==> config.mk <==
export PLATFORM = sky130hd
export DESIGN_NAME = axi_rd_arbiter_flat
export DESIGN_NICKNAME = d
export VERILOG_FILES = /design/src/rtl/axi_rd_arbiter_pkg.sv /design/src/rtl/axi_rd_arbiter_if.sv /design/src/rtl/axi_rd_arbiter_rr_pick2.sv /design/src/rtl/axi_rd_arbiter.sv /design/src/flat_wrapper.sv
export SDC_FILE = /design/constraint.sdc
export NUM_CORES = 1
export LEC_CHECK = 0
export BUFFER_PORTS_ARGS = -buffer_cell sky130_fd_sc_hd__buf_4
export CAP_MARGIN = 20
export CORE_AREA = 2 2 121 123
export CTS_CLUSTER_SIZE = 12
export DETAILED_ROUTE_END_ITERATION = 16
export DIE_AREA = 0 0 123 125
export GPL_TIMING_DRIVEN = 1
export HOLD_SLACK_MARGIN = 0.12
export PLACE_DENSITY = 0.45
export SKIP_LAST_GASP = 1
export SLEW_MARGIN = 20
export SYNTH_ARGS = -nofsm -noshare
export SYNTH_HDL_FRONTEND = slang
export SYNTH_SLANG_ARGS = --single-unit
==> constraint.sdc <==
create_clock -name CLK -period 2.7 [get_ports CLK]
set_input_delay 0.135 -clock CLK [delete_from_list [all_inputs] [get_ports CLK]]
set_output_delay 0.135 -clock CLK [all_outputs]
set_load 0.1 [all_outputs]
==> src/rtl/axi_rd_arbiter_pkg.sv <==
// Shared types for the two-requester AXI read arbiter.
// FSM encoding and requester indices.
package axi_rd_arbiter_pkg;

  typedef enum logic [1:0] {
    ST_IDLE = 2'd0,
    ST_ADDR = 2'd1,
    ST_DATA = 2'd2
  } state_t;

  localparam logic REQ_INST = 1'b0;
  localparam logic REQ_DATA = 1'b1;

endpackage

==> src/rtl/axi_rd_arbiter_if.sv <==
// One AXI4 read port (AR + R channels).
// master drives AR and RREADY; slave answers.
interface axi_rd_arbiter_if #(
  parameter int C_M_AXI_THREAD_ID_WIDTH = 1,
  parameter int C_M_AXI_ADDR_WIDTH      = 32,
  parameter int C_M_AXI_DATA_WIDTH      = 32,
  parameter int C_M_AXI_ARUSER_WIDTH    = 1,
  parameter int C_M_AXI_RUSER_WIDTH     = 4
);

  logic [C_M_AXI_THREAD_ID_WIDTH-1:0] arid;
  logic [C_M_AXI_ADDR_WIDTH-1:0]      araddr;
  logic [7:0]                         arlen;
  logic [2:0]                         arsize;
  logic [1:0]                         arburst;
  logic [1:0]                         arlock;
  logic [3:0]                         arcache;
  logic [2:0]                         arprot;
  logic [3:0]                         arqos;
  logic [C_M_AXI_ARUSER_WIDTH-1:0]    aruser;
  logic                               arvalid;
  logic                               arready;

  logic [C_M_AXI_THREAD_ID_WIDTH-1:0] rid;
  logic [C_M_AXI_DATA_WIDTH-1:0]      rdata;
  logic [1:0]                         rresp;
  logic                               rlast;
  logic [C_M_AXI_RUSER_WIDTH-1:0]     ruser;
  logic                               rvalid;
  logic                               rready;

  modport master (
    output arid, araddr, arlen, arsize, arburst,
    output arlock, arcache, arprot, arqos, aruser,
    output arvalid, rready,
    input  arready, rid, rdata, rresp, rlast,
    input  ruser, rvalid
  );

  modport slave (
    input  arid, araddr, arlen, arsize, arburst,
    input  arlock, arcache, arprot, arqos, aruser,
    input  arvalid, rready,
    output arready, rid, rdata, rresp, rlast,
    output ruser, rvalid
  );

endinterface

==> src/rtl/axi_rd_arbiter_rr_pick2.sv <==
// Two-way round-robin picker.
// On a tie the side not granted last time wins.
module rr_pick2 (
  input  logic [1:0] req,
  input  logic       last,
  output logic       grant
);

  always_comb begin
    grant = 1'b0;
    unique case (1'b1)
      (req == 2'b11): grant = ~last;
      (req == 2'b10): grant = 1'b1;
      default:        grant = 1'b0;
    endcase
  end

endmodule

==> src/rtl/axi_rd_arbiter.sv <==
// Shares one AXI4 read master between inst-fetch (s0)
// and data-load (s1); one burst outstanding at a time.
module axi_rd_arbiter
  import axi_rd_arbiter_pkg::*;
#(
  parameter int C_M_AXI_THREAD_ID_WIDTH = 1,
  parameter int C_M_AXI_ADDR_WIDTH      = 32,
  parameter int C_M_AXI_DATA_WIDTH      = 32,
  parameter int C_M_AXI_ARUSER_WIDTH    = 1,
  parameter int C_M_AXI_RUSER_WIDTH     = 4
) (
  input logic              CLK,
  input logic              RST,
  axi_rd_arbiter_if.slave  s0,
  axi_rd_arbiter_if.slave  s1,
  axi_rd_arbiter_if.master m
);

  state_t state;
  logic   grant;
  logic   last;
  logic   pick;
  logic   in_addr;
  logic   in_data;
  logic   sel_data;

  logic [C_M_AXI_THREAD_ID_WIDTH-1:0] ar_id;
  logic [C_M_AXI_ADDR_WIDTH-1:0]      ar_addr;
  logic [7:0]                         ar_len;
  logic [2:0]                         ar_size;
  logic [1:0]                         ar_burst;
  logic [1:0]                         ar_lock;
  logic [3:0]                         ar_cache;
  logic [2:0]                         ar_prot;
  logic [3:0]                         ar_qos;
  logic [C_M_AXI_ARUSER_WIDTH-1:0]    ar_user;
  logic                               ar_valid;
  logic [C_M_AXI_DATA_WIDTH-1:0]      r_data;
  logic [C_M_AXI_RUSER_WIDTH-1:0]     r_user;

  rr_pick2 u_pick (
    .req   ({s1.arvalid, s0.arvalid}),
    .last  (last),
    .grant (pick)
  );

  always_ff @(posedge CLK) begin
    if (RST) begin
      state <= ST_IDLE;
      grant <= REQ_INST;
      last  <= REQ_DATA;
    end else begin
      unique case (state)
        ST_IDLE: begin
          if (s0.arvalid | s1.arvalid) begin
            grant <= pick;
            state <= ST_ADDR;
          end
        end
        ST_ADDR: begin
          if (m.arvalid & m.arready)
            state <= ST_DATA;
        end
        ST_DATA: begin
          if (m.rvalid & m.rready & m.rlast) begin
            last  <= grant;
            state <= ST_IDLE;
          end
        end
        default: state <= ST_IDLE;
      endcase
    end
  end

  assign in_addr  = (state == ST_ADDR);
  assign in_data  = (state == ST_DATA);
  assign sel_data = (grant == REQ_DATA);

  // Payload is forced to zero whenever no address phase is open.
  always_comb begin
    ar_id    = '0;
    ar_addr  = '0;
    ar_len   = '0;
    ar_size  = '0;
    ar_burst = '0;
    ar_lock  = '0;
    ar_cache = '0;
    ar_prot  = '0;
    ar_qos   = '0;
    ar_user  = '0;
    ar_valid = 1'b0;
    if (in_addr) begin
      if (sel_data) begin
        ar_id    = s1.arid;
        ar_addr  = s1.araddr;
        ar_len   = s1.arlen;
        ar_size  = s1.arsize;
        ar_burst = s1.arburst;
        ar_lock  = s1.arlock;
        ar_cache = s1.arcache;
        ar_prot  = s1.arprot;
        ar_qos   = s1.arqos;
        ar_user  = s1.aruser;
        ar_valid = s1.arvalid;
      end else begin
        ar_id    = s0.arid;
        ar_addr  = s0.araddr;
        ar_len   = s0.arlen;
        ar_size  = s0.arsize;
        ar_burst = s0.arburst;
        ar_lock  = s0.arlock;
        ar_cache = s0.arcache;
        ar_prot  = s0.arprot;
        ar_qos   = s0.arqos;
        ar_user  = s0.aruser;
        ar_valid = s0.arvalid;
      end
    end
  end

  assign m.arid    = ar_id;
  assign m.araddr  = ar_addr;
  assign m.arlen   = ar_len;
  assign m.arsize  = ar_size;
  assign m.arburst = ar_burst;
  assign m.arlock  = ar_lock;
  assign m.arcache = ar_cache;
  assign m.arprot  = ar_prot;
  assign m.arqos   = ar_qos;
  assign m.aruser  = ar_user;
  assign m.arvalid = ar_valid;

  assign s0.arready = in_addr & ~sel_data & m.arready;
  assign s1.arready = in_addr &  sel_data & m.arready;

  // R payload fans out to both; only RVALID selects the owner.
  assign r_data = m.rdata;
  assign r_user = m.ruser;

  assign s0.rid   = m.rid;
  assign s0.rdata = r_data;
  assign s0.rresp = m.rresp;
  assign s0.rlast = m.rlast;
  assign s0.ruser = r_user;
  assign s1.rid   = m.rid;
  assign s1.rdata = r_data;
  assign s1.rresp = m.rresp;
  assign s1.rlast = m.rlast;
  assign s1.ruser = r_user;

  assign s0.rvalid = in_data & ~sel_data & m.rvalid;
  assign s1.rvalid = in_data &  sel_data & m.rvalid;
  assign m.rready  = in_data &
                     (sel_data ? s1.rready : s0.rready);

endmodule

==> src/flat_wrapper.sv <==
// flat-port wrapper written by rule: the top's interface ports become plain ports
module axi_rd_arbiter_flat import axi_rd_arbiter_pkg::*;
#(
  parameter int C_M_AXI_THREAD_ID_WIDTH = 1,
  parameter int C_M_AXI_ADDR_WIDTH      = 32,
  parameter int C_M_AXI_DATA_WIDTH      = 32,
  parameter int C_M_AXI_ARUSER_WIDTH    = 1,
  parameter int C_M_AXI_RUSER_WIDTH     = 4
)
  (CLK, RST, s0_arid, s0_araddr, s0_arlen, s0_arsize, s0_arburst, s0_arlock, s0_arcache, s0_arprot, s0_arqos, s0_aruser, s0_arvalid, s0_rready, s0_arready, s0_rid, s0_rdata, s0_rresp, s0_rlast, s0_ruser, s0_rvalid, s1_arid, s1_araddr, s1_arlen, s1_arsize, s1_arburst, s1_arlock, s1_arcache, s1_arprot, s1_arqos, s1_aruser, s1_arvalid, s1_rready, s1_arready, s1_rid, s1_rdata, s1_rresp, s1_rlast, s1_ruser, s1_rvalid, m_arid, m_araddr, m_arlen, m_arsize, m_arburst, m_arlock, m_arcache, m_arprot, m_arqos, m_aruser, m_arvalid, m_rready, m_arready, m_rid, m_rdata, m_rresp, m_rlast, m_ruser, m_rvalid);
  axi_rd_arbiter_if #(.C_M_AXI_THREAD_ID_WIDTH(C_M_AXI_THREAD_ID_WIDTH), .C_M_AXI_ADDR_WIDTH(C_M_AXI_ADDR_WIDTH), .C_M_AXI_DATA_WIDTH(C_M_AXI_DATA_WIDTH), .C_M_AXI_ARUSER_WIDTH(C_M_AXI_ARUSER_WIDTH), .C_M_AXI_RUSER_WIDTH(C_M_AXI_RUSER_WIDTH)) s0_i ();
  axi_rd_arbiter_if #(.C_M_AXI_THREAD_ID_WIDTH(C_M_AXI_THREAD_ID_WIDTH), .C_M_AXI_ADDR_WIDTH(C_M_AXI_ADDR_WIDTH), .C_M_AXI_DATA_WIDTH(C_M_AXI_DATA_WIDTH), .C_M_AXI_ARUSER_WIDTH(C_M_AXI_ARUSER_WIDTH), .C_M_AXI_RUSER_WIDTH(C_M_AXI_RUSER_WIDTH)) s1_i ();
  axi_rd_arbiter_if #(.C_M_AXI_THREAD_ID_WIDTH(C_M_AXI_THREAD_ID_WIDTH), .C_M_AXI_ADDR_WIDTH(C_M_AXI_ADDR_WIDTH), .C_M_AXI_DATA_WIDTH(C_M_AXI_DATA_WIDTH), .C_M_AXI_ARUSER_WIDTH(C_M_AXI_ARUSER_WIDTH), .C_M_AXI_RUSER_WIDTH(C_M_AXI_RUSER_WIDTH)) m_i ();
  input logic CLK;
  input logic RST;
  input wire logic [$bits(s0_i.arid)-1:0] s0_arid;
  input wire logic [$bits(s0_i.araddr)-1:0] s0_araddr;
  input wire logic [$bits(s0_i.arlen)-1:0] s0_arlen;
  input wire logic [$bits(s0_i.arsize)-1:0] s0_arsize;
  input wire logic [$bits(s0_i.arburst)-1:0] s0_arburst;
  input wire logic [$bits(s0_i.arlock)-1:0] s0_arlock;
  input wire logic [$bits(s0_i.arcache)-1:0] s0_arcache;
  input wire logic [$bits(s0_i.arprot)-1:0] s0_arprot;
  input wire logic [$bits(s0_i.arqos)-1:0] s0_arqos;
  input wire logic [$bits(s0_i.aruser)-1:0] s0_aruser;
  input wire logic [$bits(s0_i.arvalid)-1:0] s0_arvalid;
  input wire logic [$bits(s0_i.rready)-1:0] s0_rready;
  output wire logic [$bits(s0_i.arready)-1:0] s0_arready;
  output wire logic [$bits(s0_i.rid)-1:0] s0_rid;
  output wire logic [$bits(s0_i.rdata)-1:0] s0_rdata;
  output wire logic [$bits(s0_i.rresp)-1:0] s0_rresp;
  output wire logic [$bits(s0_i.rlast)-1:0] s0_rlast;
  output wire logic [$bits(s0_i.ruser)-1:0] s0_ruser;
  output wire logic [$bits(s0_i.rvalid)-1:0] s0_rvalid;
  input wire logic [$bits(s1_i.arid)-1:0] s1_arid;
  input wire logic [$bits(s1_i.araddr)-1:0] s1_araddr;
  input wire logic [$bits(s1_i.arlen)-1:0] s1_arlen;
  input wire logic [$bits(s1_i.arsize)-1:0] s1_arsize;
  input wire logic [$bits(s1_i.arburst)-1:0] s1_arburst;
  input wire logic [$bits(s1_i.arlock)-1:0] s1_arlock;
  input wire logic [$bits(s1_i.arcache)-1:0] s1_arcache;
  input wire logic [$bits(s1_i.arprot)-1:0] s1_arprot;
  input wire logic [$bits(s1_i.arqos)-1:0] s1_arqos;
  input wire logic [$bits(s1_i.aruser)-1:0] s1_aruser;
  input wire logic [$bits(s1_i.arvalid)-1:0] s1_arvalid;
  input wire logic [$bits(s1_i.rready)-1:0] s1_rready;
  output wire logic [$bits(s1_i.arready)-1:0] s1_arready;
  output wire logic [$bits(s1_i.rid)-1:0] s1_rid;
  output wire logic [$bits(s1_i.rdata)-1:0] s1_rdata;
  output wire logic [$bits(s1_i.rresp)-1:0] s1_rresp;
  output wire logic [$bits(s1_i.rlast)-1:0] s1_rlast;
  output wire logic [$bits(s1_i.ruser)-1:0] s1_ruser;
  output wire logic [$bits(s1_i.rvalid)-1:0] s1_rvalid;
  output wire logic [$bits(m_i.arid)-1:0] m_arid;
  output wire logic [$bits(m_i.araddr)-1:0] m_araddr;
  output wire logic [$bits(m_i.arlen)-1:0] m_arlen;
  output wire logic [$bits(m_i.arsize)-1:0] m_arsize;
  output wire logic [$bits(m_i.arburst)-1:0] m_arburst;
  output wire logic [$bits(m_i.arlock)-1:0] m_arlock;
  output wire logic [$bits(m_i.arcache)-1:0] m_arcache;
  output wire logic [$bits(m_i.arprot)-1:0] m_arprot;
  output wire logic [$bits(m_i.arqos)-1:0] m_arqos;
  output wire logic [$bits(m_i.aruser)-1:0] m_aruser;
  output wire logic [$bits(m_i.arvalid)-1:0] m_arvalid;
  output wire logic [$bits(m_i.rready)-1:0] m_rready;
  input wire logic [$bits(m_i.arready)-1:0] m_arready;
  input wire logic [$bits(m_i.rid)-1:0] m_rid;
  input wire logic [$bits(m_i.rdata)-1:0] m_rdata;
  input wire logic [$bits(m_i.rresp)-1:0] m_rresp;
  input wire logic [$bits(m_i.rlast)-1:0] m_rlast;
  input wire logic [$bits(m_i.ruser)-1:0] m_ruser;
  input wire logic [$bits(m_i.rvalid)-1:0] m_rvalid;
  assign s0_i.arid = s0_arid;
  assign s0_i.araddr = s0_araddr;
  assign s0_i.arlen = s0_arlen;
  assign s0_i.arsize = s0_arsize;
  assign s0_i.arburst = s0_arburst;
  assign s0_i.arlock = s0_arlock;
  assign s0_i.arcache = s0_arcache;
  assign s0_i.arprot = s0_arprot;
  assign s0_i.arqos = s0_arqos;
  assign s0_i.aruser = s0_aruser;
  assign s0_i.arvalid = s0_arvalid;
  assign s0_i.rready = s0_rready;
  assign s0_arready = s0_i.arready;
  assign s0_rid = s0_i.rid;
  assign s0_rdata = s0_i.rdata;
  assign s0_rresp = s0_i.rresp;
  assign s0_rlast = s0_i.rlast;
  assign s0_ruser = s0_i.ruser;
  assign s0_rvalid = s0_i.rvalid;
  assign s1_i.arid = s1_arid;
  assign s1_i.araddr = s1_araddr;
  assign s1_i.arlen = s1_arlen;
  assign s1_i.arsize = s1_arsize;
  assign s1_i.arburst = s1_arburst;
  assign s1_i.arlock = s1_arlock;
  assign s1_i.arcache = s1_arcache;
  assign s1_i.arprot = s1_arprot;
  assign s1_i.arqos = s1_arqos;
  assign s1_i.aruser = s1_aruser;
  assign s1_i.arvalid = s1_arvalid;
  assign s1_i.rready = s1_rready;
  assign s1_arready = s1_i.arready;
  assign s1_rid = s1_i.rid;
  assign s1_rdata = s1_i.rdata;
  assign s1_rresp = s1_i.rresp;
  assign s1_rlast = s1_i.rlast;
  assign s1_ruser = s1_i.ruser;
  assign s1_rvalid = s1_i.rvalid;
  assign m_arid = m_i.arid;
  assign m_araddr = m_i.araddr;
  assign m_arlen = m_i.arlen;
  assign m_arsize = m_i.arsize;
  assign m_arburst = m_i.arburst;
  assign m_arlock = m_i.arlock;
  assign m_arcache = m_i.arcache;
  assign m_arprot = m_i.arprot;
  assign m_arqos = m_i.arqos;
  assign m_aruser = m_i.aruser;
  assign m_arvalid = m_i.arvalid;
  assign m_rready = m_i.rready;
  assign m_i.arready = m_arready;
  assign m_i.rid = m_rid;
  assign m_i.rdata = m_rdata;
  assign m_i.rresp = m_rresp;
  assign m_i.rlast = m_rlast;
  assign m_i.ruser = m_ruser;
  assign m_i.rvalid = m_rvalid;
  axi_rd_arbiter #(.C_M_AXI_THREAD_ID_WIDTH(C_M_AXI_THREAD_ID_WIDTH), .C_M_AXI_ADDR_WIDTH(C_M_AXI_ADDR_WIDTH), .C_M_AXI_DATA_WIDTH(C_M_AXI_DATA_WIDTH), .C_M_AXI_ARUSER_WIDTH(C_M_AXI_ARUSER_WIDTH), .C_M_AXI_RUSER_WIDTH(C_M_AXI_RUSER_WIDTH)) u_core (.CLK(CLK), .RST(RST), .s0(s0_i), .s1(s1_i), .m(m_i));
endmodule
* Word-level counts from Yosys, hierarchy flattened
Cells that the tools add are included.
** Word-level totals
- Bits in latches :: 0
- Memories kept :: 0
- RAM bits :: 0
- Bits of input ports :: 168
- Bits in registers :: 4
- ROM bits :: 0
- Output and inout port bits :: 146
** Operators by class
- $add $sub $neg :: 0
- Order comparisons :: 0
- Div/mod/pow operators :: 0
- Equality and inequality tests :: 7
- Shift operators :: 0
- Reductions and logical operators :: 4
- Multiply operators :: 0
- Mux-type cells :: 28
- Bitwise gates (word level) :: 15
** Operator list (number)
- $mux W32 :: 2
- $mux W4 :: 4
- $mux W8 :: 2
- $mux W2 :: 7
- $and A1 B1 Y1 :: 12
- $mux W3 :: 4
- $mux W1 :: 7
- $eq A2 B2 Y1 const B :: 3
- $pmux W2 S3 :: 1
- $ne A2 B2 Y1 const B :: 2
- $reduce_and A2 Y1 :: 2
- $reduce_and A3 Y1 :: 1
- $eq A2 B1 Y1 const B :: 1
- $logic_not A2 Y1 :: 1
- $ne A2 B1 Y1 const B :: 1
- $not A1 Y1 :: 2
- $pmux W1 S2 :: 1
- $or A1 B1 Y1 :: 1

* Logic depth before layout (Yosys ltp)
- Depth after elaboration :: 6
- Depth in mapped cells :: 5
- Depth with buffers taken out :: 3

* Cells and area by module
From an unflattened synthesis, not the netlist that was laid out.
** Unflattened totals
- Cells, all modules :: 190
- Area total of the unflattened synthesis :: 1587.8 um2
** By module, submodules not included
- axi_rd_arbiter :: seq. area each 80.1 um2, area each 1576.5 um2, cells an instance 189, times used 1
- rr_pick2 :: seq. area each 0.0 um2, area each 11.3 um2, cells an instance 1, times used 1

* Worst setup path before layout
No wires, ideal clock.
- Path kind :: reg2out
- From :: register u_core.state[1]
- To :: output port s0_rvalid
- Data required time :: 2565 ps
- Stages on the path, launching flop included :: 4
- Slack :: 669 ps
- Data arrival time :: 1896 ps
- Cells stage by stage :: dfxtp_1 and2b_2 nand2_1 nor2_1
** On the way
- Cells in the longest elaborated chain, start to end :: 3
** Ends and longest elaborated chain
- start, declared :: line axi_rd_arbiter.sv:19 : state_t state;
- start signal, assigned :: line axi_rd_arbiter.sv:49 : state <= ST_IDLE;
- start signal, assigned :: line axi_rd_arbiter.sv:57 : state <= ST_ADDR;
- start signal, assigned :: line axi_rd_arbiter.sv:62 : state <= ST_DATA;
- $eq A2 B2 Y1 :: line axi_rd_arbiter.sv:76 : assign in_data = (state == ST_DATA);
- $and A1 B1 Y1 (2 in a row) :: line axi_rd_arbiter.sv:151 : assign s0.rvalid = in_data & ~sel_data & m.rvalid;
- end, declared :: line flat_wrapper.sv:34 : output wire logic [$bits(s0_i.rvalid)-1:0] s0_rvalid;
No other way between the ends.

* Worst setup path after layout
- From :: register u_core.state[0]
- To :: output port m_araddr[0]
** On the way
- Cells in the longest elaborated chain, start to end :: 2
** Ends and longest elaborated chain
- $eq A2 B1 Y1 :: line axi_rd_arbiter.sv:75 : assign in_addr = (state == ST_ADDR);
- $mux W32 :: line axi_rd_arbiter.sv:92 : if (in_addr) begin
- end, declared :: line flat_wrapper.sv:55 : output wire logic [$bits(m_i.araddr)-1:0] m_araddr;
No other way between the ends.

==> metrics.txt <==
# TYPE chip_impl_metric gauge
chip_impl_metric{name="cts_max_path_buffers",unit=""} 2
chip_impl_metric{name="post-route-period-util",unit="%"} 79.7
chip_impl_metric{name="route.detailed.vias_per_inst",unit=""} 3.69
chip_impl_metric{name="design.core.area",unit="mm²"} 0.0142
chip_impl_info{name="worstSetupPathType",value="reg2out"} 1
chip_impl_metric{name="slew_violations",unit=""} 0
chip_impl_metric{name="postSynthAreaPerCell",unit="µm²"} 8.41
chip_impl_metric{name="internal-power",unit="µW"} 558
chip_impl_metric{name="synthToLayoutAreaGrowth",unit="%"} 64.7
chip_impl_metric{name="synth_nets",unit=""} 356
chip_impl_metric{name="grt_antenna_before_repair",unit=""} 0
chip_impl_metric{name="width_of_the_die",unit="µm"} 123
chip_impl_metric{name="total_switching_power",unit="µW"} 837
chip_impl_metric{name="crit_path_max_incr_delay",unit="ps"} 590
chip_impl_metric{name="pwr-share-comb",unit="%"} 78.2
chip_impl_metric{name="period_needed",unit="ps"} 2150
chip_impl_metric{name="grt_pass1_vias",unit=""} 1728
chip_impl_info{name="outcome",value="finished clean"} 1
chip_impl_metric{name="timing.critical_path.fanout_max",unit=""} 61
chip_impl_metric{name="maximum_number_of_pins_on_one_net_before_global_route_repair",unit=""} 62
chip_impl_metric{name="layout-drive-gt1-share",unit="%"} 70.8
chip_impl_metric{name="final.setup_skew",unit="ps"} 1.44
chip_impl_metric{name="drtAntennaViolNets",unit=""} 0
chip_impl_metric{name="cts_made_buffers",unit=""} 3
chip_impl_metric{name="place_hpwl",unit="mm"} 5.36
chip_impl_metric{name="arrival",unit="ps"} 2020
chip_impl_metric{name="htree_levels",unit=""} 1
chip_impl_metric{name="synth-seq-cells",unit=""} 4
chip_impl_metric{name="final.setup.tns",unit="ps"} 0
chip_impl_metric{name="vdd_ir_drop_max",unit="V"} 0.000122
chip_impl_metric{name="synth_sequential_area_ratio",unit="%"} 5.06
chip_impl_metric{name="leakage_power_total",unit="µW"} 0.00134
chip_impl_metric{name="globalRoute.totalOverflow",unit=""} 0
chip_impl_metric{name="route.detailed.wl_per_inst",unit="µm"} 13.6
chip_impl_info{name="critPathSlowestCell",value="sky130_fd_sc_hd__and2_4"} 1
chip_impl_metric{name="cts_sinks",unit=""} 4
chip_impl_info{name="worst_hold_path_type",value="in2reg"} 1
chip_impl_metric{name="route.detailed.drc",unit=""} 0
chip_impl_metric{name="worst_ep_required_time",unit="ps"} 2570
chip_impl_metric{name="mappedNetlistArea",unit="mm²"} 0.00158
chip_impl_metric{name="post_synth_inst_count",unit=""} 188
chip_impl_metric{name="floorplan.initialDensity",unit="%"} 11.1
chip_impl_metric{name="placement.io_buffers",unit=""} 196
chip_impl_metric{name="swShare",unit="%"} 60.0
chip_impl_metric{name="grt_first_pass_wirelength",unit="mm"} 8.87
chip_impl_metric{name="routed_wl",unit="mm"} 6.49
chip_impl_metric{name="clk_latency",unit="ps"} 230
chip_impl_metric{name="achievable-frequency",unit="MHz"} 465
chip_impl_info{name="buffer_cell_driving_the_clock_tree_root",value="sky130_fd_sc_hd__clkbuf_16"} 1
chip_impl_metric{name="timing_worst_slew_pin_value",unit="ps"} 668
chip_impl_metric{name="drt_pre_antenna_iters",unit=""} 4
chip_impl_metric{name="gp_congestion",unit=""} 0.877
chip_impl_metric{name="row_count",unit=""} 44
chip_impl_metric{name="boundary_pins",unit=""} 314
chip_impl_metric{name="path_clk_slew",unit="ps"} 30
chip_impl_metric{name="dp_cells",unit=""} 475
chip_impl_info{name="clock_tree_from_tritoncts",value="yes"} 1
chip_impl_metric{name="cell_area_power_density",unit="mW/mm²"} 535
chip_impl_metric{name="synthesis_warning_total",unit=""} 0
chip_impl_metric{name="worst_slew_margin_rel",unit="%"} 55.5
chip_impl_metric{name="design.final.nets",unit=""} 465
chip_impl_metric{name="part_of_the_total_power_dissipated_in_sequential_elements",unit="%"} 5.0
chip_impl_metric{name="die_y",unit="µm"} 125
chip_impl_metric{name="dr.first_iter.drc_count",unit=""} 39
chip_impl_metric{name="antenna_diode_count",unit=""} 0
chip_impl_info{name="timing.critical_path.from_type",value="flip-flop"} 1
chip_impl_metric{name="yosysUniqueCellTypes",unit=""} 26
chip_impl_metric{name="dieArea",unit="mm²"} 0.0154
chip_impl_metric{name="vias",unit=""} 1768
chip_impl_info{name="rsz0062_at_grt",value="false"} 1
chip_impl_metric{name="pwr-share-clk",unit="%"} 16.9
chip_impl_info{name="cells_along_the_critical_path",value="nor2b_4 > and2_4 > a22o_1 > buf_4"} 1
chip_impl_info{name="timing.critical_path.to_type",value="output pin"} 1
chip_impl_metric{name="cp.buffers_inverters",unit=""} 1
chip_impl_metric{name="filler_cell_count",unit=""} 1593
chip_impl_metric{name="cap_violations",unit=""} 0
chip_impl_info{name="timing.critical_path.max_delay_family",value="simple AND/OR/NAND/NOR gates"} 1
chip_impl_metric{name="final_hold_violating_endpoints",unit=""} 0
chip_impl_metric{name="global_router_s_overall_resource_usage",unit="%"} 7.32
chip_impl_metric{name="report.final.setup_viol",unit=""} 0
chip_impl_metric{name="post_layout_nonfiller_instances",unit=""} 479
## layer usage
metal / vias to the layer above / part of all wire, % / track usage [%]
met4: 0 / 1.6 / 2.74
met1: 800 / 34 / 7.00
li1: 823 / - / -
met3: 24 / 13 / 2.87
met5: - / 0 / 0
met2: 121 / 51 / 13.8
## cell type report
| cell class | count | area, µm² | area share [%] |
|---|---|---|---|
| repair buffers | 199 | 1500 | 57.4 |
| multi-input cells | 88 | 719 | 27.6 |
| well taps | 184 | 230 | 8.84 |
| flip-flops and latches | 4 | 80.1 | 3.07 |
| clock buffers | 3 | 75.1 | 2.88 |
| inverters | 1 | 3.75 | 0.144 |
## repair_timing
action	CTS	global route
setup endpoints to repair	0	0
endpoints found under the hold margin	1	0
setup buffers	0	0
hold buffers	1	0
gates resized for setup	0	0
## state kept, by name, indices dropped and copies added, names as in the netlist
signal        count
u_core.grant      1
u_core.last       1
u_core.state      2
## synthesized netlist by cell type (all sizes together)
cell    instances  share of area [%]
a211oi          1               0.47
a21oi           2               0.63
a22o           61                 34
and2            2               0.95
and2b           1               0.55
and3            2               0.87
buf            95                 49
dfxtp           4                5.1
inv             1               0.24
mux2            1               0.71
mux2i           2                1.3
nand2           3               0.71
nand2b          1               0.40
nand3           1               0.32
nor2            5                1.2
nor2b           2                1.7
nor3            1               0.32
o21ai           1               0.32
o311a           1               0.71
o31ai           1               0.47
## worst paths after layout
| path | slack (ps) | cells after the start | startpoint | end |
|---|---|---|---|---|
| min | 190 | 2 | s1_arvalid | u_core.state[0]$_SDFFE_PP0P_ |
| max reg2reg | 1460 | 3 | u_core.grant$_SDFFE_PP0P_ | u_core.state[0]$_SDFFE_PP0P_ |
| max | 550 | 4 | u_core.state[0]$_SDFFE_PP0P_ | m_araddr[0] |
| min reg2reg | 520 | 2 | u_core.last$_SDFFE_PP1P_ | u_core.last$_SDFFE_PP1P_ |
## power by group through the flow
stage          sequential, µW  combinational (µW)  clock [µW]
2_1_floorplan            66.5                1370           0
3_3_place_gp             69.5                1090           0
3_5_place_dp             70.0                1090           0
4_1_cts                  69.1                1100         237
5_1_grt                  69.9                1130         246
6_report                 69.2                1090         235
## cells in the final DEF, fill, tap and decap left out, types with 2 or more instances in the layout
master / count
sky130_fd_sc_hd__mux2i_1: 2
sky130_fd_sc_hd__dfxtp_1: 4
sky130_fd_sc_hd__nand2_1: 3
sky130_fd_sc_hd__a21oi_1: 2
sky130_fd_sc_hd__nor2_1: 5
sky130_fd_sc_hd__a22o_1: 60
sky130_fd_sc_hd__nor2b_4: 2
sky130_fd_sc_hd__buf_4: 198
sky130_fd_sc_hd__clkbuf_16: 3
## kinds of logic (layout without fill, tap and decap cells)
| kind of cell | count (synthesis) | in the layout | synth area share [%] |
|---|---|---|---|
| flip-flops | 4 | 4 | 5.06 |
| buffers and inverters | 96 | 203 | 49.4 |
| AO/OA/AOI/OAI | 67 | 67 | 36.5 |
| AND/OR/NAND/NOR | 18 | 18 | 7.04 |
| multiplexers | 3 | 3 | 1.98 |
## metrics by stage
step	util, %	hold slack (ps)	power [µW]	setup slack, ps	area (µm²)
finish	18.3	190	1390	548	2610
floorplan	-	204	1440	669	1580
global route	18.3	204	1440	415	2610
global placement	17.7	271	1160	828	2520
detailed placement	17.7	271	1160	767	2520
CTS	18.3	195	1400	544	2610
(Power assumes the default switching activity.)
